$ cat config.mk
export PLATFORM = sky130hd
export DESIGN_NAME = mc_ctrl_fsm_flat
export DESIGN_NICKNAME = d
export VERILOG_FILES = /design/src/rtl/mc_pkg.sv /design/src/rtl/mc_ctrl_fsm_if.sv /design/src/rtl/mc_alu_dec.sv /design/src/rtl/mc_ctrl_fsm.sv /design/src/flat_wrapper.sv
export SDC_FILE = /design/constraint.sdc
export NUM_CORES = 1
export LEC_CHECK = 0
export ABC_CLOCK_PERIOD_IN_PS = 4900
export CAP_MARGIN = 30
export CORE_UTILIZATION = 43
export CTS_CLUSTER_SIZE = 14
export DETAILED_ROUTE_END_ITERATION = 16
export GPL_ROUTABILITY_DRIVEN = 0
export GPL_TIMING_DRIVEN = 0
export PLACE_DENSITY = 0.85
export SETUP_SLACK_MARGIN = 0.02
export SYNTH_ARGS = -nofsm -noshare
export SYNTH_HDL_FRONTEND = slang
export SYNTH_SLANG_ARGS = --single-unit
$ cat constraint.sdc
create_clock -name clk -period 4.9 [get_ports clk]
set_clock_uncertainty 0.05 [all_clocks]
set_input_delay 0.98 -clock clk [delete_from_list [all_inputs] [get_ports clk]]
set_output_delay 0.98 -clock clk [all_outputs]
set_load 0.005 [all_outputs]
$ cat src/rtl/mc_pkg.sv
// -----------------------------------------------------------------------------
// mc_pkg -- shared definitions for the multi-cycle CPU main controller.
//   state_t       : controller state encoding (4-bit, also exported for debug)
//   OP_* / FN_*   : instruction opcode and R-type funct field values
//   ALU_*         : alu_ctrl encodings driven to the datapath ALU
//   REG_DST_*, M2R_*, PC_SRC_*, SRC_B_* : datapath mux select encodings
// -----------------------------------------------------------------------------
package mc_pkg;

  typedef enum logic [3:0] {
    S_IF   = 4'd0,  S_ID  = 4'd1,  S_MADR = 4'd2,  S_MRD = 4'd3,
    S_LWB  = 4'd4,  S_MWR = 4'd5,  S_REX  = 4'd6,  S_RWB = 4'd7,
    S_BR   = 4'd8,  S_JMP = 4'd9,  S_IEX  = 4'd10, S_IWB = 4'd11,
    S_JAL  = 4'd12, S_JR  = 4'd13
  } state_t;

  localparam logic [5:0] OP_RTYPE = 6'b000000;
  localparam logic [5:0] OP_J     = 6'b000010;
  localparam logic [5:0] OP_JAL   = 6'b000011;
  localparam logic [5:0] OP_BEQ   = 6'b000100;
  localparam logic [5:0] OP_BNE   = 6'b000101;
  localparam logic [5:0] OP_ADDI  = 6'b001000;
  localparam logic [5:0] OP_SLTI  = 6'b001010;
  localparam logic [5:0] OP_ANDI  = 6'b001100;
  localparam logic [5:0] OP_ORI   = 6'b001101;
  localparam logic [5:0] OP_LW    = 6'b100011;
  localparam logic [5:0] OP_SW    = 6'b101011;

  localparam logic [5:0] FN_JR    = 6'b001000;
  localparam logic [5:0] FN_ADD   = 6'b100000;
  localparam logic [5:0] FN_SUB   = 6'b100010;
  localparam logic [5:0] FN_AND   = 6'b100100;
  localparam logic [5:0] FN_OR    = 6'b100101;
  localparam logic [5:0] FN_NOR   = 6'b100111;
  localparam logic [5:0] FN_SLT   = 6'b101010;

  localparam logic [2:0] ALU_AND  = 3'b000;
  localparam logic [2:0] ALU_OR   = 3'b001;
  localparam logic [2:0] ALU_ADD  = 3'b010;
  localparam logic [2:0] ALU_NOR  = 3'b100;
  localparam logic [2:0] ALU_SUB  = 3'b110;
  localparam logic [2:0] ALU_SLT  = 3'b111;

  localparam logic [1:0] REG_DST_RT = 2'b00;
  localparam logic [1:0] REG_DST_RD = 2'b01;
  localparam logic [1:0] REG_DST_RA = 2'b10;

  localparam logic [1:0] M2R_ALUOUT = 2'b00;
  localparam logic [1:0] M2R_MDR    = 2'b01;
  localparam logic [1:0] M2R_PC     = 2'b10;

  localparam logic [1:0] PC_SRC_ALU    = 2'b00;
  localparam logic [1:0] PC_SRC_ALUOUT = 2'b01;
  localparam logic [1:0] PC_SRC_JUMP   = 2'b10;
  localparam logic [1:0] PC_SRC_A      = 2'b11;

  localparam logic [1:0] SRC_B_B      = 2'b00;
  localparam logic [1:0] SRC_B_FOUR   = 2'b01;
  localparam logic [1:0] SRC_B_IMM    = 2'b10;
  localparam logic [1:0] SRC_B_IMM_SH = 2'b11;

endpackage

$ cat src/rtl/mc_ctrl_fsm_if.sv
// -----------------------------------------------------------------------------
// mc_ctrl_if -- controller <-> datapath signal bundle.
//   master : the controller (consumes opcode/funct/zero/mem_ready, drives
//            every select, strobe and the debug state)
//   slave  : the datapath/memory side (mirror image)
// -----------------------------------------------------------------------------
interface mc_ctrl_if;
  import mc_pkg::*;

  logic [5:0] opcode;
  logic [5:0] funct;
  logic       zero;
  logic       mem_ready;

  logic       pc_wr;
  logic       iord;
  logic       mem_rd;
  logic       mem_wr;
  logic       ir_wr;
  logic [1:0] reg_dst;
  logic [1:0] mem_to_reg;
  logic       reg_wr;
  logic       alu_src_a;
  logic [1:0] alu_src_b;
  logic [2:0] alu_ctrl;
  logic [1:0] pc_src;
  state_t     state;

  modport master (
    input  opcode, funct, zero, mem_ready,
    output pc_wr, iord, mem_rd, mem_wr, ir_wr, reg_dst, mem_to_reg, reg_wr,
           alu_src_a, alu_src_b, alu_ctrl, pc_src, state
  );

  modport slave (
    output opcode, funct, zero, mem_ready,
    input  pc_wr, iord, mem_rd, mem_wr, ir_wr, reg_dst, mem_to_reg, reg_wr,
           alu_src_a, alu_src_b, alu_ctrl, pc_src, state
  );
endinterface

$ cat src/rtl/mc_alu_dec.sv
// -----------------------------------------------------------------------------
// mc_alu_dec -- combinational ALU operation decode.
//   state    in  4 : current controller state
//   opcode   in  6 : IR[31:26], selects the op in IEX
//   funct    in  6 : IR[5:0],   selects the op in REX
//   alu_ctrl out 3 : ALU operation; 000 in states that do not use the ALU
// -----------------------------------------------------------------------------
module mc_alu_dec
  import mc_pkg::*;
(
  input  state_t     state,
  input  logic [5:0] opcode,
  input  logic [5:0] funct,
  output logic [2:0] alu_ctrl
);

  always_comb begin
    alu_ctrl = ALU_AND;
    case (state)
      S_IF, S_ID, S_MADR: alu_ctrl = ALU_ADD;
      S_BR:               alu_ctrl = ALU_SUB;
      S_REX: begin
        case (funct)
          FN_SUB:  alu_ctrl = ALU_SUB;
          FN_AND:  alu_ctrl = ALU_AND;
          FN_OR:   alu_ctrl = ALU_OR;
          FN_SLT:  alu_ctrl = ALU_SLT;
          FN_NOR:  alu_ctrl = ALU_NOR;
          default: alu_ctrl = ALU_ADD;   // includes FN_ADD and unknown functs
        endcase
      end
      S_IEX: begin
        case (opcode)
          OP_ANDI: alu_ctrl = ALU_AND;
          OP_ORI:  alu_ctrl = ALU_OR;
          OP_SLTI: alu_ctrl = ALU_SLT;
          default: alu_ctrl = ALU_ADD;   // addi
        endcase
      end
      default: alu_ctrl = ALU_AND;
    endcase
  end

endmodule

$ cat src/rtl/mc_ctrl_fsm.sv
// -----------------------------------------------------------------------------
// mc_ctrl_fsm -- multi-cycle CPU main controller (Moore FSM).
// Sequences IF / ID / execute / memory / write-back and drives every datapath
// select and write strobe. Memory latency is absorbed by holding IF, MRD and
// MWR until mem_ready.
//   clk, rst_n : rising-edge clock, asynchronous active-low reset
//   bus        : mc_ctrl_if.master (opcode/funct/zero/mem_ready in; pc_wr,
//                iord, mem_rd, mem_wr, ir_wr, reg_dst, mem_to_reg, reg_wr,
//                alu_src_a, alu_src_b, alu_ctrl, pc_src, state out)
// Build option: define MC_CTRL_JAL_EN to add the JAL and JR states; without it
// jal and jr decode as illegal and return to IF without any write.
// -----------------------------------------------------------------------------
module mc_ctrl_fsm
  import mc_pkg::*;
(
  input  logic         clk,
  input  logic         rst_n,
  mc_ctrl_if.master    bus
);

  state_t     state_q, state_d;
  logic       run_q;       // low for the first cycle after reset release
  logic [2:0] alu_dec;

  // NOTE: sequential state uses non-blocking assignments so every flop samples
  // the pre-edge values; the async reset also kills all strobes at once.
  always_ff @(posedge clk or negedge rst_n) begin
    if (!rst_n) begin
      state_q <= S_IF;
      run_q   <= 1'b0;
    end else begin
      state_q <= state_d;
      run_q   <= 1'b1;
    end
  end

  mc_alu_dec u_alu_dec (
    .state    (state_q),
    .opcode   (bus.opcode),
    .funct    (bus.funct),
    .alu_ctrl (alu_dec)
  );

  assign bus.state    = state_q;
  assign bus.alu_ctrl = run_q ? alu_dec : ALU_AND;

  always_comb begin
    // NOTE: every output and the next state get a default first, so a state
    // that leaves one unassigned cannot infer a latch.
    state_d        = state_q;
    bus.pc_wr      = 1'b0;
    bus.iord       = 1'b0;
    bus.mem_rd     = 1'b0;
    bus.mem_wr     = 1'b0;
    bus.ir_wr      = 1'b0;
    bus.reg_dst    = REG_DST_RT;
    bus.mem_to_reg = M2R_ALUOUT;
    bus.reg_wr     = 1'b0;
    bus.alu_src_a  = 1'b0;
    bus.alu_src_b  = SRC_B_B;
    bus.pc_src     = PC_SRC_ALU;

    if (!run_q) begin
      state_d = S_IF;
    end else begin
      case (state_q)
        S_IF: begin
          bus.mem_rd    = 1'b1;
          bus.alu_src_b = SRC_B_FOUR;
          if (bus.mem_ready) begin
            bus.ir_wr = 1'b1;
            bus.pc_wr = 1'b1;
            state_d   = S_ID;
          end
        end
        S_ID: begin
          bus.alu_src_b = SRC_B_IMM_SH;   // branch target into ALUOut
          case (bus.opcode)
            OP_LW, OP_SW:                     state_d = S_MADR;
`ifdef MC_CTRL_JAL_EN
            OP_RTYPE: state_d = (bus.funct == FN_JR) ? S_JR : S_REX;
            OP_JAL:                           state_d = S_JAL;
`else
            OP_RTYPE: state_d = (bus.funct == FN_JR) ? S_IF : S_REX;
`endif
            OP_BEQ, OP_BNE:                   state_d = S_BR;
            OP_ADDI, OP_ANDI, OP_ORI, OP_SLTI: state_d = S_IEX;
            OP_J:                             state_d = S_JMP;
            default:                          state_d = S_IF;
          endcase
        end
        S_MADR: begin
          bus.alu_src_a = 1'b1;
          bus.alu_src_b = SRC_B_IMM;
          state_d       = (bus.opcode == OP_LW) ? S_MRD : S_MWR;
        end
        S_MRD: begin
          bus.mem_rd = 1'b1;
          bus.iord   = 1'b1;
          if (bus.mem_ready) state_d = S_LWB;
        end
        S_LWB: begin
          bus.reg_dst    = REG_DST_RT;
          bus.mem_to_reg = M2R_MDR;
          bus.reg_wr     = 1'b1;
          state_d        = S_IF;
        end
        S_MWR: begin
          bus.mem_wr = 1'b1;
          bus.iord   = 1'b1;
          if (bus.mem_ready) state_d = S_IF;
        end
        S_REX: begin
          bus.alu_src_a = 1'b1;
          bus.alu_src_b = SRC_B_B;
          state_d       = S_RWB;
        end
        S_RWB: begin
          bus.reg_dst = REG_DST_RD;
          bus.reg_wr  = 1'b1;
          state_d     = S_IF;
        end
        S_BR: begin
          bus.pc_src = PC_SRC_ALUOUT;
          bus.pc_wr  = bus.zero ^ (bus.opcode == OP_BNE);
          state_d    = S_IF;
        end
        S_IEX: begin
          bus.alu_src_a = 1'b1;
          bus.alu_src_b = SRC_B_IMM;
          state_d       = S_IWB;
        end
        S_IWB: begin
          bus.reg_dst = REG_DST_RT;
          bus.reg_wr  = 1'b1;
          state_d     = S_IF;
        end
        S_JMP: begin
          bus.pc_src = PC_SRC_JUMP;
          bus.pc_wr  = 1'b1;
          state_d    = S_IF;
        end
`ifdef MC_CTRL_JAL_EN
        S_JAL: begin
          bus.reg_dst    = REG_DST_RA;
          bus.mem_to_reg = M2R_PC;
          bus.reg_wr     = 1'b1;
          bus.pc_src     = PC_SRC_JUMP;
          bus.pc_wr      = 1'b1;
          state_d        = S_IF;
        end
        S_JR: begin
          bus.pc_src = PC_SRC_A;
          bus.pc_wr  = 1'b1;
          state_d    = S_IF;
        end
`endif
        default: state_d = S_IF;   // unused codes recover to fetch
      endcase
    end
  end

endmodule

$ cat src/flat_wrapper.sv
// flat-port wrapper written by rule: the top's interface ports become plain ports
module mc_ctrl_fsm_flat import mc_pkg::*;
  (clk, rst_n, bus_opcode, bus_funct, bus_zero, bus_mem_ready, bus_pc_wr, bus_iord, bus_mem_rd, bus_mem_wr, bus_ir_wr, bus_reg_dst, bus_mem_to_reg, bus_reg_wr, bus_alu_src_a, bus_alu_src_b, bus_alu_ctrl, bus_pc_src, bus_state);
  mc_ctrl_if bus_i ();
  input  logic clk;
  input  logic rst_n;
  input wire logic [$bits(bus_i.opcode)-1:0] bus_opcode;
  input wire logic [$bits(bus_i.funct)-1:0] bus_funct;
  input wire logic [$bits(bus_i.zero)-1:0] bus_zero;
  input wire logic [$bits(bus_i.mem_ready)-1:0] bus_mem_ready;
  output wire logic [$bits(bus_i.pc_wr)-1:0] bus_pc_wr;
  output wire logic [$bits(bus_i.iord)-1:0] bus_iord;
  output wire logic [$bits(bus_i.mem_rd)-1:0] bus_mem_rd;
  output wire logic [$bits(bus_i.mem_wr)-1:0] bus_mem_wr;
  output wire logic [$bits(bus_i.ir_wr)-1:0] bus_ir_wr;
  output wire logic [$bits(bus_i.reg_dst)-1:0] bus_reg_dst;
  output wire logic [$bits(bus_i.mem_to_reg)-1:0] bus_mem_to_reg;
  output wire logic [$bits(bus_i.reg_wr)-1:0] bus_reg_wr;
  output wire logic [$bits(bus_i.alu_src_a)-1:0] bus_alu_src_a;
  output wire logic [$bits(bus_i.alu_src_b)-1:0] bus_alu_src_b;
  output wire logic [$bits(bus_i.alu_ctrl)-1:0] bus_alu_ctrl;
  output wire logic [$bits(bus_i.pc_src)-1:0] bus_pc_src;
  output wire logic [$bits(bus_i.state)-1:0] bus_state;
  assign bus_i.opcode = bus_opcode;
  assign bus_i.funct = bus_funct;
  assign bus_i.zero = bus_zero;
  assign bus_i.mem_ready = bus_mem_ready;
  assign bus_pc_wr = bus_i.pc_wr;
  assign bus_iord = bus_i.iord;
  assign bus_mem_rd = bus_i.mem_rd;
  assign bus_mem_wr = bus_i.mem_wr;
  assign bus_ir_wr = bus_i.ir_wr;
  assign bus_reg_dst = bus_i.reg_dst;
  assign bus_mem_to_reg = bus_i.mem_to_reg;
  assign bus_reg_wr = bus_i.reg_wr;
  assign bus_alu_src_a = bus_i.alu_src_a;
  assign bus_alu_src_b = bus_i.alu_src_b;
  assign bus_alu_ctrl = bus_i.alu_ctrl;
  assign bus_pc_src = bus_i.pc_src;
  assign bus_state = bus_i.state;
  mc_ctrl_fsm u_core (.clk(clk), .rst_n(rst_n), .bus(bus_i));
endmodule
==> qor.txt, run 1 <==
Final period util: 77.8%
Synth Warn #: 0
Final hold vios: 0
Worst-path fanout max: 6
# nets final: 172
Clk buf depth: 2
Seq/Total Area, Yosys: 16.2%
Placed cell count: 175
Post-CTS Hold Fix Bufs: 0
RSZ-0062 raised after global routing: no
Root buf cell: clkbuf_4
Via count: 1051
Final WL: 2.37 mm
Pwr dens: 131 mW/mm²
Synth Instances: 115
Initial antenna violation count: 0
Syn avg cell area: 6.73 µm²
Setup_tns: 0 ns
Total GRT Usage: 26.4%
Port buffer count: 35
Clock Sinks: 5
Post-synth cell types: 40
Die height: 44.4 µm
ANT nets after route: 0
Die Wd: 44.4 µm
Synthesis-to-layout area growth: 53.0%
Critical Path RT: 3.87 ns
Max-cap viol count: 0
CTS buffer count: 3
Seq cells post-synth: 5
Setup violators final: 0
Post-Layout Cell Count: 179
FFs w/ async S/R, synth: 100%
Rows: 14
Total grt overflow: 0
Achievable Freq: 0.262 GHz
DR WL/cell: 13.2 µm
CTS tree: built
Arrival time worst endpoint: 2.78 ns
Worst setup SP type: primary input
Worst-path clk slew: 0.05 ns
Primary FF master, synth: dfrtp_1
Core ar.: 0.00159 mm²
Layout cells sized above 1: 3.23%
EDFF count, synth: 0
Max Slew Vio Count: 0
Initial DRC count: 70
Post-CTS setup buffer count: 0
HP Class: reg2reg
DR vias/cell: 5.87
Status: completed
Total number of H-tree levels: 1
Antenna Cells: 0
Path type of the worst setup path: in2out
Initial Util: 48.6%
Vias in the first global route: 865
Netlist area before placement: 774 µm²
First-pass GRT wire length: 3.88 mm
Post-CTS sizing: 0
Min cycle time layout: 3.81 ns
Die area: 0.00197 mm²
Worst vdd ir: 0.185 mV
Clk_lat worst skew: 0.26 ns
DRC viols: 0
I/O pins: 38
Largest net degree at the start of global routing: 11
Critical Path End Type: output pin
Detailed Routing Iterations Pass 1: 4
Post-DP HPWL: 1.85 mm
P_leak: 0.438 nW
[final timing paths]
check	slack (ns)	startpoint	cells after the start	end
max	1.09	bus_opcode[4]	6	bus_pc_wr
min in group asynchronous	0.91	rst_n	1	u_core.bus.state[0]
max reg2reg	3.13	u_core.bus.state[2]	5	u_core.bus.state[1]
max in group asynchronous	3.68	rst_n	1	u_core.bus.state[1]
min	0.69	u_core.bus.state[0]	3	u_core.bus.state[3]
min reg2reg	0.69	u_core.bus.state[0]	3	u_core.bus.state[3]
[metal layers]
metal / share of wire (%) / track usage (%) / routed length, µm
met1: 45 / 38.4 / 1060
met2: 47 / 36.8 / 1100
met3: 8.0 / 6.12 / 189
met4: 0.72 / 10.9 / 17
met5: 0 / 0 / 0
[where the power goes]
part / internal (mW) / switching (mW)
combinational: 0.0317 / 0.0287
sequential: 0.0429 / 0.00101
clock: 0.0310 / 0.0200
total: 0.106 / 0.0497
[through the flow]
step	total power, mW	util (%)	hold WS [ns]	area (µm²)	setup slack [ns]
6_report	0.155	74.3	0.694	1180	1.09
5_1_grt	0.165	74.3	0.792	1180	0.918
4_1_cts	0.156	74.3	0.686	1180	1.10
3_5_place_dp	0.104	72.7	0.668	1160	1.10
3_3_place_gp	0.103	72.7	0.646	1160	1.11
2_1_floorplan	0.0724	-	0.614	778	2.24
[registers in the layout (all words and copies together) (netlist names)]
register	count
u_core.bus.state	4
u_core.run_q	1
[Yosys cell counts, types with 2 or more instances]
library cell / n / area [µm²]
a221o_1: 2 / 20.0
nor2_1: 13 / 48.8
o21a_1: 2 / 15.0
a21oi_1: 11 / 55.1
a22oi_1: 2 / 15.0
inv_1: 2 / 7.51
dfrtp_1: 5 / 125
and4b_1: 3 / 30.0
nand2b_1: 8 / 50.1
nor3b_1: 3 / 22.5
nand3_1: 3 / 15.0
nor2b_1: 3 / 18.8
o21ai_1: 3 / 15.0
o21ai_0: 3 / 15.0
clkbuf_1: 8 / 30.0
buf_4: 2 / 15.0
nor4_1: 2 / 12.5
nor3_1: 11 / 55.1
o2bb2ai_1: 2 / 17.5
conb_1: 2 / 7.51
nand3b_1: 2 / 15.0
nand2_1: 5 / 18.8
[cells by family after synthesis]
kind of cell | share of synthesized area [%]
simple gates | 44.6
compound gates | 27.5
buf+inv | 7.27
flops | 16.2
xor+xnor | 2.26
other cells | 0.970
mux | 1.29
[critical path, stage by stage]
cell and delay [ns]:
clkdlybuf4s50_1 0.49, nor3_1 0.34, nand3_1 0.17, xnor2_1 0.16, o2bb2ai_1 0.13, clkdlybuf4s50_1 0.51
[cell usage in the layout, fill, tap and decap left out, types with 2 or more instances in the layout]
master and count:
a22oi_1 2, nand2_1 5, nor4_1 2, nor3_1 11, nor2b_1 3, clkdlybuf4s50_1 35
a221o_1 2, nand2b_1 8, nor2_1 13, a21oi_1 11, buf_4 2, o21a_1 2
conb_1 3, and4b_1 3, nand3_1 3, o21ai_1 3, clkbuf_1 9, inv_1 2
dfrtp_1 5, o21ai_0 3, clkbuf_4 3, nand3b_1 2, nor3b_1 3, o2bb2ai_1 2
[final cells by class]
type                       count  area, µm²
sequential                     5        125
fill                         139        409
multi-input combinational     98        597
tap                           24       30.0
timing repair buffer          35        350
clock buffer                   4       26.3
buffer                        11       48.8
inverter                       2       7.51
(Power assumes the default switching activity.)
==> inputs of run 2 (changes only) <==
--- a/config.mk
+++ b/config.mk
@@ -5,14 +5,14 @@
 export SDC_FILE = /design/constraint.sdc
 export NUM_CORES = 1
 export LEC_CHECK = 0
-export ABC_CLOCK_PERIOD_IN_PS = 4900
+export ABC_CLOCK_PERIOD_IN_PS = 3900
 export CAP_MARGIN = 30
-export CORE_UTILIZATION = 43
+export CORE_UTILIZATION = 40
 export CTS_CLUSTER_SIZE = 14
 export DETAILED_ROUTE_END_ITERATION = 16
 export GPL_ROUTABILITY_DRIVEN = 0
 export GPL_TIMING_DRIVEN = 0
-export PLACE_DENSITY = 0.85
+export PLACE_DENSITY = 0.79
 export SETUP_SLACK_MARGIN = 0.02
 export SYNTH_ARGS = -nofsm -noshare
 export SYNTH_HDL_FRONTEND = slang
==> constraint.sdc (replaced) <==
create_clock -name clk -period 3.9 [get_ports clk]
set_clock_uncertainty 0.05 [all_clocks]
set_input_delay 0.78 -clock clk [delete_from_list [all_inputs] [get_ports clk]]
set_output_delay 0.78 -clock clk [all_outputs]
set_load 0.005 [all_outputs]
==> run 2 against run 1 <==
Against the previous run: via count about the same; clock power up 30%; final cell count up 0.56%; core utilization down 7.1 points; die area up 7.1%; register-to-register slack worse by 1.0 ns; sequential power up 26%; critical path depth unchanged; critical endpoint unchanged; largest power group unchanged.
==> qor.txt, run 2 (synthesized netlist as in run 1, its figures left out) <==
Total GRT Usage: 25.2%
Layout cells sized above 1: 3.23%
Worst-path clk slew: 0.05 ns
RSZ-0062 raised after global routing: no
P_leak: 0.438 nW
Die height: 46 µm
Clk_lat worst skew: 0.26 ns
Worst-path fanout max: 6
Worst-path cell chain: clkdlybuf4s50_1 -> nor3_1 -> nand3_1 -> xnor2_1 -> o2bb2ai_1 -> clkdlybuf4s50_1
DR WL/cell: 14.1 µm
Met3 Use GR: 2.78%
Delay-heaviest family, CP: buffers and inverters
Slowest CP cell: clkdlybuf4s50_1
WP buf/inv: 2
I/O pins: 38
Total grt overflow: 0
Antenna Cells: 0
# nets final: 172
Crit-path most repeated cell: clkdlybuf4s50_1
Final hold vios: 0
Initial Util: 43.9%
Worst vdd ir: 0.176 mV
Path type of the worst setup path: in2out
CTS buffer count: 3
Final period util: 88.3%
Achievable Freq: 0.291 GHz
HP Class: reg2reg
Gr busiest metal: met2
Tot Pwr: 0.198 mW
Worst r2r dst: u_core.bus.state[1]
Status: completed
Hold path depth: 3
Post-CTS Hold Fix Bufs: 0
Commonest non-fill, non-tap cell in the layout: clkdlybuf4s50_1
Rows: 15
Max Slew Vio Count: 0
Post-CTS setup buffer count: 0
Core ar.: 0.00176 mm²
Setup_tns: 0 ns
Post-CTS sizing: 0
Reg2reg start: u_core.bus.state[3]
Initial DRC count: 80
Vias in the first global route: 879
Setup violators final: 0
DR vias/cell: 5.84
CTS tree: built
CP endpoint: bus_pc_wr
Port buffer count: 35
Via count: 1052
ANT nets after route: 0
Final WL: 2.54 mm
Detailed Routing Iterations Pass 1: 5
Worst setup SP type: primary input
Reg2Reg Depth: 4
Min cycle time layout: 3.44 ns
Clock Sinks: 5
Total number of H-tree levels: 1
Critical Path End Type: output pin
Met2 usage: 39.2%
Max-cap viol count: 0
Largest net degree at the start of global routing: 11
Most frequent cells in the layout: clkdlybuf4s50_1, nor2_1, nor3_1, a21oi_1, clkbuf_1
Max reg flops: 4
Number of cells on the critical path: 6
First-pass GRT wire length: 3.91 mm
Post-DP HPWL: 1.94 mm
Pwr dens: 167 mW/mm²
M1 GR Usage: 36.2%
Root buf cell: clkbuf_4
Synthesis-to-layout area growth: 53.2%
Initial antenna violation count: 0
Die Wd: 46 µm
DRC viols: 0
Arrival time worst endpoint: 2.61 ns
Die area: 0.00212 mm²
Launch point of the critical path: bus_opcode[4]
Clk buf depth: 2
Critical Path RT: 3.07 ns
Max incr delay on CP: 0.52 ns
Reg-to-reg slack, setup: 2.08 ns
[run 2: power breakdown]
part	switching (mW)	internal, mW	total [mW]
Combinational	0.0370	0.0399	0.0769
Sequential	0.00124	0.0538	0.0551
Clock	0.0272	0.0391	0.0662
Total	0.0654	0.133	0.198
[run 2: worst min path at each step]
stage | startpoint | end
floorplan | rst_n | u_core.bus.state[0]
global route | rst_n | u_core.bus.state[2]
finish | u_core.bus.state[0] | u_core.bus.state[3]
CTS | u_core.bus.state[0] | u_core.bus.state[3]
detailed placement | u_core.bus.state[0] | u_core.bus.state[3]
global placement | u_core.bus.state[0] | u_core.bus.state[3]
[run 2: cell type report]
| type | count | area (µm²) |
|---|---|---|
| Buffer | 11 | 48.8 |
| Fill cell | 163 | 578 |
| Sequential cell | 5 | 125 |
| Multi-Input combinational cell | 98 | 597 |
| Tap cell | 25 | 31.3 |
| Inverter | 2 | 7.51 |
| Timing Repair Buffer | 35 | 350 |
| Clock buffer | 4 | 26.3 |
[run 2: worst reg2reg max path, cell delays in order (launching register included)]
cell	delay [ns]
dfrtp_1	0.40
clkbuf_1	0.35
clkbuf_1	0.43
o21ai_0	0.20
a32o_1	0.29
[run 2: metrics by stage]
stage	area, µm²	utilization (%)	hold slack [ns]	cells	setup slack (ns)
after floorplan	778	-	0.434	116	1.64
after global placement	1160	65.7	0.646	176	0.507
after detailed placement	1160	65.7	0.668	176	0.479
after CTS	1190	67.2	0.684	180	0.481
after global routing	1190	67.2	0.712	180	0.333
final	1190	67.2	0.678	180	0.458
[run 2: layer usage]
layer  part of all wire (%)  vias to the layer above
met1                     44                      471
met4                    2.2                        0
met3                    8.6                        8
met2                     45                       67
li1                       -                      506
met5                      0                        -
==> inputs of run 3 (changes only) <==
--- a/config.mk
+++ b/config.mk
@@ -14,6 +14,7 @@
 export GPL_TIMING_DRIVEN = 0
 export PLACE_DENSITY = 0.79
 export SETUP_SLACK_MARGIN = 0.02
+export SLEW_MARGIN = 10
 export SYNTH_ARGS = -nofsm -noshare
 export SYNTH_HDL_FRONTEND = slang
 export SYNTH_SLANG_ARGS = --single-unit
==> results of run 3 <==
Final layout, timing and power as in run 2 (identical DEF).
